$ cat config.mk
export PLATFORM = sky130hd
export DESIGN_NAME = conv_row_sequencer
export DESIGN_NICKNAME = d
export VERILOG_FILES = /design/src/rtl/conv_pkg.sv /design/src/rtl/mem_row_loader.sv /design/src/rtl/conv_row_sequencer.sv
export SDC_FILE = /design/constraint.sdc
export NUM_CORES = 1
export LEC_CHECK = 0
export ABC_AREA = 1
export CELL_PAD_IN_SITES_DETAIL_PLACEMENT = 1
export CELL_PAD_IN_SITES_GLOBAL_PLACEMENT = 1
export CORE_MARGIN = 2
export CORE_UTILIZATION = 36
export DETAILED_ROUTE_END_ITERATION = 8
export PLACE_DENSITY_LB_ADDON = 0.25
export SYNTH_ARGS = -nofsm -noshare
export SYNTH_HDL_FRONTEND = slang
export SYNTH_HIERARCHICAL = 1
export SYNTH_SLANG_ARGS = --single-unit
$ cat constraint.sdc
create_clock -name clk -period 5.5 [get_ports clk]
set_clock_uncertainty 0.1 [all_clocks]
set_input_delay 1.1 -clock clk [delete_from_list [all_inputs] [get_ports clk]]
set_output_delay 1.1 -clock clk [all_outputs]
set_load 0.005 [all_outputs]
$ cat src/rtl/conv_pkg.sv
// Shared definitions for the 3x3 convolution row sequencer.
//   state_t      : sequencer FSM states
//   KERNEL_TAPS  : number of kernel weights loaded per pass
//   STRIDE_1/2   : legal window stride encodings
//   n_out()      : number of output rows for a given image height and stride
//   stride_ok()  : true for a legal stride encoding
package conv_pkg;

  localparam int KERNEL_TAPS = 9;

  localparam logic [1:0] STRIDE_1 = 2'd1;
  localparam logic [1:0] STRIDE_2 = 2'd2;

  typedef enum logic [2:0] {
    ST_IDLE,
    ST_KLOAD,
    ST_LOAD,
    ST_CONV_GO,
    ST_CONV_WAIT,
    ST_NEXT,
    ST_FIN
  } state_t;

  // Output rows produced by a 3-row window sliding down 'rows' image rows.
  function automatic int n_out(input int rows, input int stride);
    return (rows - 3) / stride + 1;
  endfunction

  function automatic logic stride_ok(input logic [1:0] stride);
    return (stride == STRIDE_1) || (stride == STRIDE_2);
  endfunction

endpackage

$ cat src/rtl/mem_row_loader.sv
// Generic sequential-read / lagged-write engine.
// While 'run' is high it issues num_reads reads (index 0..num_reads-1, one per
// cycle) and then spends one drain cycle, during which 'done' is high. Every
// read is mirrored one cycle later on the write side, carrying the index and a
// row/column split of that index (ROW_LEN entries per row). Memory data with a
// 1-cycle latency therefore lines up with wr_en without further buffering.
// Ports:
//   clk, rst         clock, asynchronous active-low reset
//   run              level: engine active (drops to 0 to clear it)
//   num_reads        number of reads to issue
//   base_addr        address of index 0
//   rd_en, rd_addr   read strobe and address (base_addr + count)
//   count            current read index
//   wr_en, wr_idx    write strobe and index of the read being written back
//   wr_row, wr_col   row/column split of wr_idx
//   done             high during the drain cycle
module mem_row_loader #(
  parameter int AW      = 10,
  parameter int CW      = 7,
  parameter int ROW_LEN = 28,
  parameter int ROW_W   = 2,
  parameter int COL_W   = 5
) (
  input  logic             clk,
  input  logic             rst,
  input  logic             run,
  input  logic [CW-1:0]    num_reads,
  input  logic [AW-1:0]    base_addr,
  output logic             rd_en,
  output logic [AW-1:0]    rd_addr,
  output logic [CW-1:0]    count,
  output logic             wr_en,
  output logic [CW-1:0]    wr_idx,
  output logic [ROW_W-1:0] wr_row,
  output logic [COL_W-1:0] wr_col,
  output logic             done
);

  localparam logic [COL_W-1:0] COL_LAST = COL_W'(ROW_LEN - 1);

  logic [CW-1:0]    idx;
  logic [ROW_W-1:0] row;
  logic [COL_W-1:0] col;

  assign count   = idx;
  assign rd_en   = run && (idx < num_reads);
  assign done    = run && (idx == num_reads);
  assign rd_addr = base_addr + AW'(idx);

  // Read-side counters. Clearing on 'done' lets a back-to-back second job
  // (kernel load followed directly by a row load) start again from index 0.
  // NOTE: sequential state uses non-blocking assignments so every flop samples
  // the pre-edge values of the others, independent of statement order.
  always_ff @(posedge clk or negedge rst) begin
    if (!rst) begin
      idx <= '0;
      row <= '0;
      col <= '0;
    end else if (!run || done) begin
      idx <= '0;
      row <= '0;
      col <= '0;
    end else if (rd_en) begin
      idx <= idx + CW'(1);
      if (col == COL_LAST) begin
        col <= '0;
        row <= row + ROW_W'(1);
      end else begin
        col <= col + COL_W'(1);
      end
    end
  end

  // Write side: a one-cycle delayed copy of the read side.
  always_ff @(posedge clk or negedge rst) begin
    if (!rst) begin
      wr_en  <= 1'b0;
      wr_idx <= '0;
      wr_row <= '0;
      wr_col <= '0;
    end else begin
      wr_en  <= rd_en;
      wr_idx <= idx;
      wr_row <= row;
      wr_col <= col;
    end
  end

endmodule

$ cat src/rtl/conv_row_sequencer.sv
// Controller for one 3x3 convolution pass over a stored image.
// Loads the 9 kernel weights into the kernel register, then for every output
// row reloads the 3-row line buffer from image memory, kicks the convolve
// engine and waits for it, advancing the window by the configured stride.
// Ports:
//   clk, rst                      clock, asynchronous active-low reset
//   start, cfg_stride             pass request (IDLE only) and stride (1 or 2)
//   img_rd_en/addr/data           image memory read port (1-cycle latency)
//   kmem_rd_en/addr/data          kernel memory read port (1-cycle latency)
//   k_wr_en/addr/data             kernel register write port
//   lb_wr_en/row_sel/wr_col/data  line buffer write port
//   conv_start/stride/dest_base   convolve engine kick and its arguments
//   conv_done                     convolve completion pulse
//   busy, done, err               status: active, end-of-pass, bad stride
module conv_row_sequencer
  import conv_pkg::*;
#(
  parameter int BIT_DEPTH = 8,
  parameter int IMG_ROWS  = 28,
  parameter int COLS      = 28,
  parameter int IMG_AW    = 10
) (
  input  logic                 clk,
  input  logic                 rst,
  input  logic                 start,
  input  logic [1:0]           cfg_stride,
  output logic                 img_rd_en,
  output logic [IMG_AW-1:0]    img_rd_addr,
  input  logic [BIT_DEPTH-1:0] img_rd_data,
  output logic                 kmem_rd_en,
  output logic [3:0]           kmem_rd_addr,
  input  logic [BIT_DEPTH-1:0] kmem_rd_data,
  output logic                 k_wr_en,
  output logic [3:0]           k_wr_addr,
  output logic [BIT_DEPTH-1:0] k_wr_data,
  output logic                 lb_wr_en,
  output logic [1:0]           lb_row_sel,
  output logic [4:0]           lb_wr_col,
  output logic [BIT_DEPTH-1:0] lb_wr_data,
  output logic                 conv_start,
  output logic [1:0]           conv_stride,
  output logic [4:0]           conv_dest_base,
  input  logic                 conv_done,
  output logic                 busy,
  output logic                 done,
  output logic                 err
);

  localparam int LB_READS = 3 * COLS;
  localparam int CW       = $clog2(LB_READS + KERNEL_TAPS + 1);

  localparam logic [CW-1:0] KLOAD_READS = CW'(KERNEL_TAPS);
  localparam logic [CW-1:0] LOAD_READS  = CW'(LB_READS);
  localparam logic [4:0]    LAST_ROW_S1 = 5'(n_out(IMG_ROWS, 1) - 1);
  localparam logic [4:0]    LAST_ROW_S2 = 5'(n_out(IMG_ROWS, 2) - 1);

  state_t     state, state_nx;
  logic [4:0] out_row;
  logic [1:0] stride_q;
  logic       err_q;

  logic in_kload, in_load, accept;
  logic at_last;

  logic [IMG_AW-1:0] top_row, row_base;

  logic              ld_rd_en, ld_wr_en, ld_done;
  logic [IMG_AW-1:0] ld_rd_addr;
  logic [CW-1:0]     ld_count, ld_wr_idx, ld_num;
  logic [1:0]        ld_wr_row;
  logic [4:0]        ld_wr_col;

  assign in_kload = (state == ST_KLOAD);
  assign in_load  = (state == ST_LOAD);
  assign accept   = (state == ST_IDLE) && start && stride_ok(cfg_stride);
  assign at_last  = (out_row == ((stride_q == STRIDE_2) ? LAST_ROW_S2 : LAST_ROW_S1));

  // The three window rows are contiguous in row-major memory, so one linear
  // run of 3*COLS reads starting at top*COLS covers the whole row-set.
  assign top_row  = IMG_AW'(out_row) * IMG_AW'(stride_q);
  assign row_base = top_row * IMG_AW'(COLS);
  assign ld_num   = in_kload ? KLOAD_READS : LOAD_READS;

  mem_row_loader #(
    .AW      (IMG_AW),
    .CW      (CW),
    .ROW_LEN (COLS),
    .ROW_W   (2),
    .COL_W   (5)
  ) u_loader (
    .clk       (clk),
    .rst       (rst),
    .run       (in_kload || in_load),
    .num_reads (ld_num),
    .base_addr (row_base),
    .rd_en     (ld_rd_en),
    .rd_addr   (ld_rd_addr),
    .count     (ld_count),
    .wr_en     (ld_wr_en),
    .wr_idx    (ld_wr_idx),
    .wr_row    (ld_wr_row),
    .wr_col    (ld_wr_col),
    .done      (ld_done)
  );

  always_ff @(posedge clk or negedge rst) begin
    if (!rst) state <= ST_IDLE;
    else      state <= state_nx;
  end

  always_comb begin
    // NOTE: the default assignment first guarantees state_nx is written on
    // every path, so no latch is inferred for the arms that hold state.
    state_nx = state;
    case (state)
      ST_IDLE:      if (accept)    state_nx = ST_KLOAD;
      ST_KLOAD:     if (ld_done)   state_nx = ST_LOAD;
      ST_LOAD:      if (ld_done)   state_nx = ST_CONV_GO;
      ST_CONV_GO:                  state_nx = ST_CONV_WAIT;
      ST_CONV_WAIT: if (conv_done) state_nx = ST_NEXT;
      ST_NEXT:                     state_nx = at_last ? ST_FIN : ST_LOAD;
      ST_FIN:                      state_nx = ST_IDLE;
      default:                     state_nx = ST_IDLE;
    endcase
  end

  // Pass context: stride is frozen at accept so a later cfg_stride change
  // cannot disturb a pass in flight.
  always_ff @(posedge clk or negedge rst) begin
    if (!rst) begin
      out_row  <= '0;
      stride_q <= STRIDE_1;
      err_q    <= 1'b0;
    end else begin
      err_q <= (state == ST_IDLE) && start && !stride_ok(cfg_stride);
      if (accept) begin
        stride_q <= cfg_stride;
        out_row  <= '0;
      end else if ((state == ST_NEXT) && !at_last) begin
        out_row <= out_row + 5'd1;
      end
    end
  end

  // Memory and write ports are gated by state; addresses and data are forced
  // to zero whenever their strobe is low.
  assign kmem_rd_en   = in_kload && ld_rd_en;
  assign kmem_rd_addr = kmem_rd_en ? 4'(ld_count) : 4'd0;
  assign k_wr_en      = in_kload && ld_wr_en;
  assign k_wr_addr    = k_wr_en ? 4'(ld_wr_idx) : 4'd0;
  assign k_wr_data    = k_wr_en ? kmem_rd_data : '0;

  assign img_rd_en    = in_load && ld_rd_en;
  assign img_rd_addr  = img_rd_en ? ld_rd_addr : '0;
  assign lb_wr_en     = in_load && ld_wr_en;
  assign lb_row_sel   = lb_wr_en ? ld_wr_row : 2'd0;
  assign lb_wr_col    = lb_wr_en ? ld_wr_col : 5'd0;
  assign lb_wr_data   = lb_wr_en ? img_rd_data : '0;

  assign conv_start     = (state == ST_CONV_GO);
  assign conv_stride    = stride_q;
  assign conv_dest_base = out_row;

  assign busy = (state != ST_IDLE);
  assign done = (state == ST_FIN);
  assign err  = err_q;

endmodule

==> impl_metrics.py <==
metrics = {
    "place": {
        "port_buffers": 77,
        "place_inst": 658,
        "post-place-ws_ns": -0.0564,
        "place_congestion": 0.813,
        "place.detailed.hpwl_mm": 6.60,
        "dpl_cell_area_um2": 4190,
    },
    "finish": {
        "utilization": 0.505,
        "layout.nets": 625,
        "drive_gt1_frac": 0.141,
        "syn2layout_area_growth_pct": 35.0,
        "diodes": 0,
        "final_cells": 677,
        "final_area_um2": 4440,
    },
    "floorplanning": {
        "rows": 34,
        "die_width_um": 99.6,
        "die-area_um2": 9920,
        "start_util": 0.374,
        "core-area_um2": 8810,
        "die_h_um": 99.6,
        "io_pins": 78,
    },
    "synth": {
        "syn_avg_cell_area_um2": 7.02,
        "synth_warnings": 6,
        "syn_area_um2": 3290,
        "syn_inst": 469,
    },
    "clock_network": {
        "clock-sinks": 37,
        "clk_latency_ns": 0.29,
        "ctsLongestPathBuffers": 2,
        "clkTransAtPathRegs_ns": 0.09,
        "cts_tree": "done",
        "h-tree-depth": 2,
        "cts_root_buf": "clkbuf_8",
        "cts_buffers": 5,
    },
    "sta": {
        "period_needed_ns": 5.36,
        "worstMarginPinSlew_ns": 0.858,
        "final-setup-viol-count": 0,
        "report.final.slew_viol_count": 0,
        "hold_viol": 0,
        "fin_hold_ws_ns": 0.328,
        "slew_headroom": 0.428,
        "timing.setup.tns_ns": 0,
        "setup_ws_ns": 0.137,
        "rsz0062_at_grt": "yes",
        "period_share": 0.975,
        "fmax_mhz": 186,
    },
    "route": {
        "ant_nets": 0,
        "via_per_inst": 4.68,
        "drc": 0,
        "dr.first_iter.drc_count": 61,
        "wl_mm": 8.61,
        "routedWlPerCell_um": 12.7,
        "vias": 3166,
        "dr.pass1.iters": 4,
    },
    "worst_setup_path": {
        "critPathCaptureType": "primary output",
        "path_max_fanout": 4,
        "start_kind": "flip-flop",
        "worstPathRequired_ns": 4.30,
        "criticalPathCategory": "reg2out",
        "critPathArrivalTime_ns": 4.16,
    },
    "power": {
        "p_seq_frac": 0.441,
        "swShare": 0.249,
        "pwr-share-clk": 0.396,
        "vdd_drop_max_mv": 0.0888,
        "power.total_mw": 0.620,
        "power-per-cell-area_nw_per_um2": 139,
        "p_leak_nw": 2.47,
        "p_comb_frac": 0.164,
        "p_sw_mw": 0.154,
        "intPower_mw": 0.465,
    },
    "global_routing": {
        "grt_pass1_vias": 3276,
        "grt-ovfl-total": 0,
        "antenna_found_initial": 0,
        "grt_pass1_wl_mm": 14.6,
        "grt_max_degree": 38,
        "gr-usage-all-layers": 0.178,
    },
    "status": {
        "status": "finished clean",
    },
    "flow_run": {
        "cap_violations": 0,
    },
    "worst_hold_path": {
        "min_path_type": "reg2reg",
    },
}
[worst paths after layout]
path	slack [ns]	from	end	cells after the start
max	0.14	conv_stride[0]	img_rd_addr[9]	23
min	0.33	u_loader/row[1]	u_loader/wr_row[1]	0
max reg2reg	3.12	state[1]	u_loader/row[1]	13
min reg2reg	0.33	u_loader/row[1]	u_loader/wr_row[1]	0
max in group asynchronous	3.95	rst	state[0]	1
min in group asynchronous	0.81	rst	u_loader/wr_idx[3]	1
[flip-flops by register name, indices dropped and copies added (netlist names), 2 cells and up]
signal,cells
u_loader/count,7
conv_dest_base,5
u_loader/col,5
u_loader/wr_col,5
u_loader/wr_idx,4
state,3
conv_stride,2
u_loader/row,2
u_loader/wr_row,2
[layer usage]
| layer | share of wire | up-vias | track usage |
|---|---|---|---|
| met2 | 0.52 | 48 | 0.334 |
| li1 | - | 1621 | - |
| met4 | 0.0092 | 0 | 0.0390 |
| met5 | 0 | - | 0 |
| met1 | 0.44 | 1489 | 0.210 |
| met3 | 0.032 | 8 | 0.0309 |
[cells in the final DEF (no fill, tap or decap), types with 6 or more instances in the layout]
| cell | count |
|---|---|
| xnor2_1 | 7 |
| nand3_1 | 33 |
| nor2_1 | 57 |
| ha_1 | 26 |
| nand2_2 | 7 |
| nand4_1 | 11 |
| buf_4 | 17 |
| a21oi_1 | 11 |
| clkdlybuf4s50_1 | 71 |
| xor2_1 | 14 |
| o21ai_0 | 6 |
| dfrtp_1 | 36 |
| inv_1 | 96 |
| nand2_1 | 95 |
| inv_2 | 11 |
| nor2_2 | 11 |
[critical path: stages, from the launching register on]
cell and delay [ns]:
dfstp_2 0.53, nand2_1 0.04, inv_1 0.05, ha_2 0.18, inv_2 0.04, fa_1 0.51
inv_2 0.06, fa_1 0.48, ha_2 0.19, inv_2 0.05, fa_2 0.38, xnor2_2 0.15
ha_1 0.35, nand2_1 0.10, inv_2 0.05, a21oi_2 0.12, nand2_2 0.07, buf_4 0.13
nand2_1 0.05, nand2_1 0.05, nand2_1 0.06, inv_1 0.03, nor2_1 0.08, buf_2 0.11
[area by class of cell]
cell class / count / area, µm²
flip-flops and latches: 37 / 927
clock inverters: 3 / 43.8
fillers: 1130 / 4360
clock buffers: 5 / 68.8
repair buffers: 95 / 892
well taps: 108 / 135
inverters: 108 / 408
multi-input cells: 321 / 1970
[power by group through the flow]
stage | Clock [mW] | Sequential (mW) | Combinational, mW
global route | 0.261 | 0.273 | 0.115
global placement | 0 | 0.279 | 0.0854
finish | 0.245 | 0.273 | 0.101
detailed placement | 0 | 0.279 | 0.0875
CTS | 0.250 | 0.273 | 0.0937
floorplan | 0 | 0.279 | 0.0387
[timing repair]
item	in CTS	in global routing
resized for setup	11	22
setup buffers	5	6
pin swaps	4	14
hold buffers	0	0
setup endpoints to repair	4	5
No activity file was read; power rests on OpenSTA's default activity.
==> RTL edit, RTL diff (same settings) <==
`BIT_DEPTH`: 8 -> 16.
--- a/src/rtl/conv_row_sequencer.sv
+++ b/src/rtl/conv_row_sequencer.sv
@@ -16,5 +16,5 @@
   import conv_pkg::*;
 #(
-  parameter int BIT_DEPTH = 8,
+  parameter int BIT_DEPTH = 16,
   parameter int IMG_ROWS  = 28,
   parameter int COLS      = 28,
Interface: changed (resized img_rd_data, k_wr_data, kmem_rd_data and lb_wr_data); port bits go from 78 to 110. The function was not compared with the original's and may differ.
==> RTL edit against the unedited design <==
Routed wire length increased by 25%. Sequential share of layout area decreased by 2.1 points. Global-route usage increased by 3.1 points. Cell area increased by 11%. Combinational power increased by 15%. Power increased by 9.3%. Setup slack improved by 66 ps. Synthesized area increased by 4.8%. Sequential cell count unchanged. Non-clock buffer count increased by 28. Maximum frequency increased by 1.2%. Largest cell class unchanged. Largest power group is now clock.
==> RTL edit: results (changes against the unedited design) <==
ratio of cells with drive above 1 in the final layout 12.3% (-1.7 points); placed cells 750 (+14%); num sequential 37 (unchanged); #MultiIn Comb 338 (+5.3%); Non-clock buffers 123 (+29%); first-pass GRT wire length 17,300 µm (+18%); Global Route Usage Sum 20.9% (+3.1 points); area of the multi-input gates 2050 µm² (+4.3%); clock-cell share of area 2.79% (+0.25 points); synthesized instance count 505 (+7.7%); Starting DRT DRC Count 108 (+77%); Non-clock buffers, area share 23.9% (+3.8 points); P_leak 2.72 nW (+9.9%); grt met1 use 24.5% (+3.4 points); grt ovf 0 (unchanged); wire length on met3 388 µm (+40%); Worst EP arrival 4100 ps (-60 ps); I/O Buffers 109 (+42%); Yosys warnings 6 (unchanged); Fillers 1,218 (+7.8%); Non-CTS inverters 127 (+18%); worst slack, placed -39.2 ps (+17.2 ps); Worst VDD drop 0.0000922 V (+3.8%); GRT met2 Usage 40.5% (+7.1 points); post-route insts no fill 762 (+13%); DR WL met2 5760 µm (+29%); Final GP Congestion 0.800 (-1.6%); outcome finished, final reports clean; vias in the first global route 3,735 (+14%); pwr dens 137 nW/µm² (-1.6%); sequential share of cell area 18.8% (-2.1 points); via count 3,524 (+11%); WL per Instance 14.1 µm (+11%); Area after DPL 4730 µm² (+13%); Routed met1 length 4510 µm (+19%); Syn-to-layout area delta 43.1%; met3 usage 2.67% (-0.42 points); NumNets Final 705 (+13%); dpl hpwl 8620 µm (+31%); critical path fanouts, max 3 (-1)
-- RTL edit: final timing paths --
| path | to | slack, ps | depth (start not counted) |
|---|---|---|---|
| min | u_loader/wr_row[1] | 320 | 0 |
| max reg2reg | u_loader/count[0] | 3070 | 12 |
| min reg2reg | u_loader/wr_row[1] | 320 | 0 |
| max in group asynchronous | conv_stride[0] | 3810 | 2 |
| max | img_rd_addr[8] | 200 | 21 |
| min in group asynchronous | conv_dest_base[3] | 1130 | 2 |
-- RTL edit: where the power goes --
part           total [W]  switching [W]  internal, W
registers       0.000273    0.000000365     0.000273
clock network   0.000289       0.000106     0.000183
logic           0.000116      0.0000494    0.0000662
total           0.000678       0.000156     0.000522
-- RTL edit: what timing repair did --
item / in CTS / in global routing
hold buffers: 0 / 0
gates resized for setup: 13 / 16
cloned: 0 / 0
pin swaps: 4 / 13
endpoints found under the setup margin: 5 / 4
buffers inserted: 2 / 2
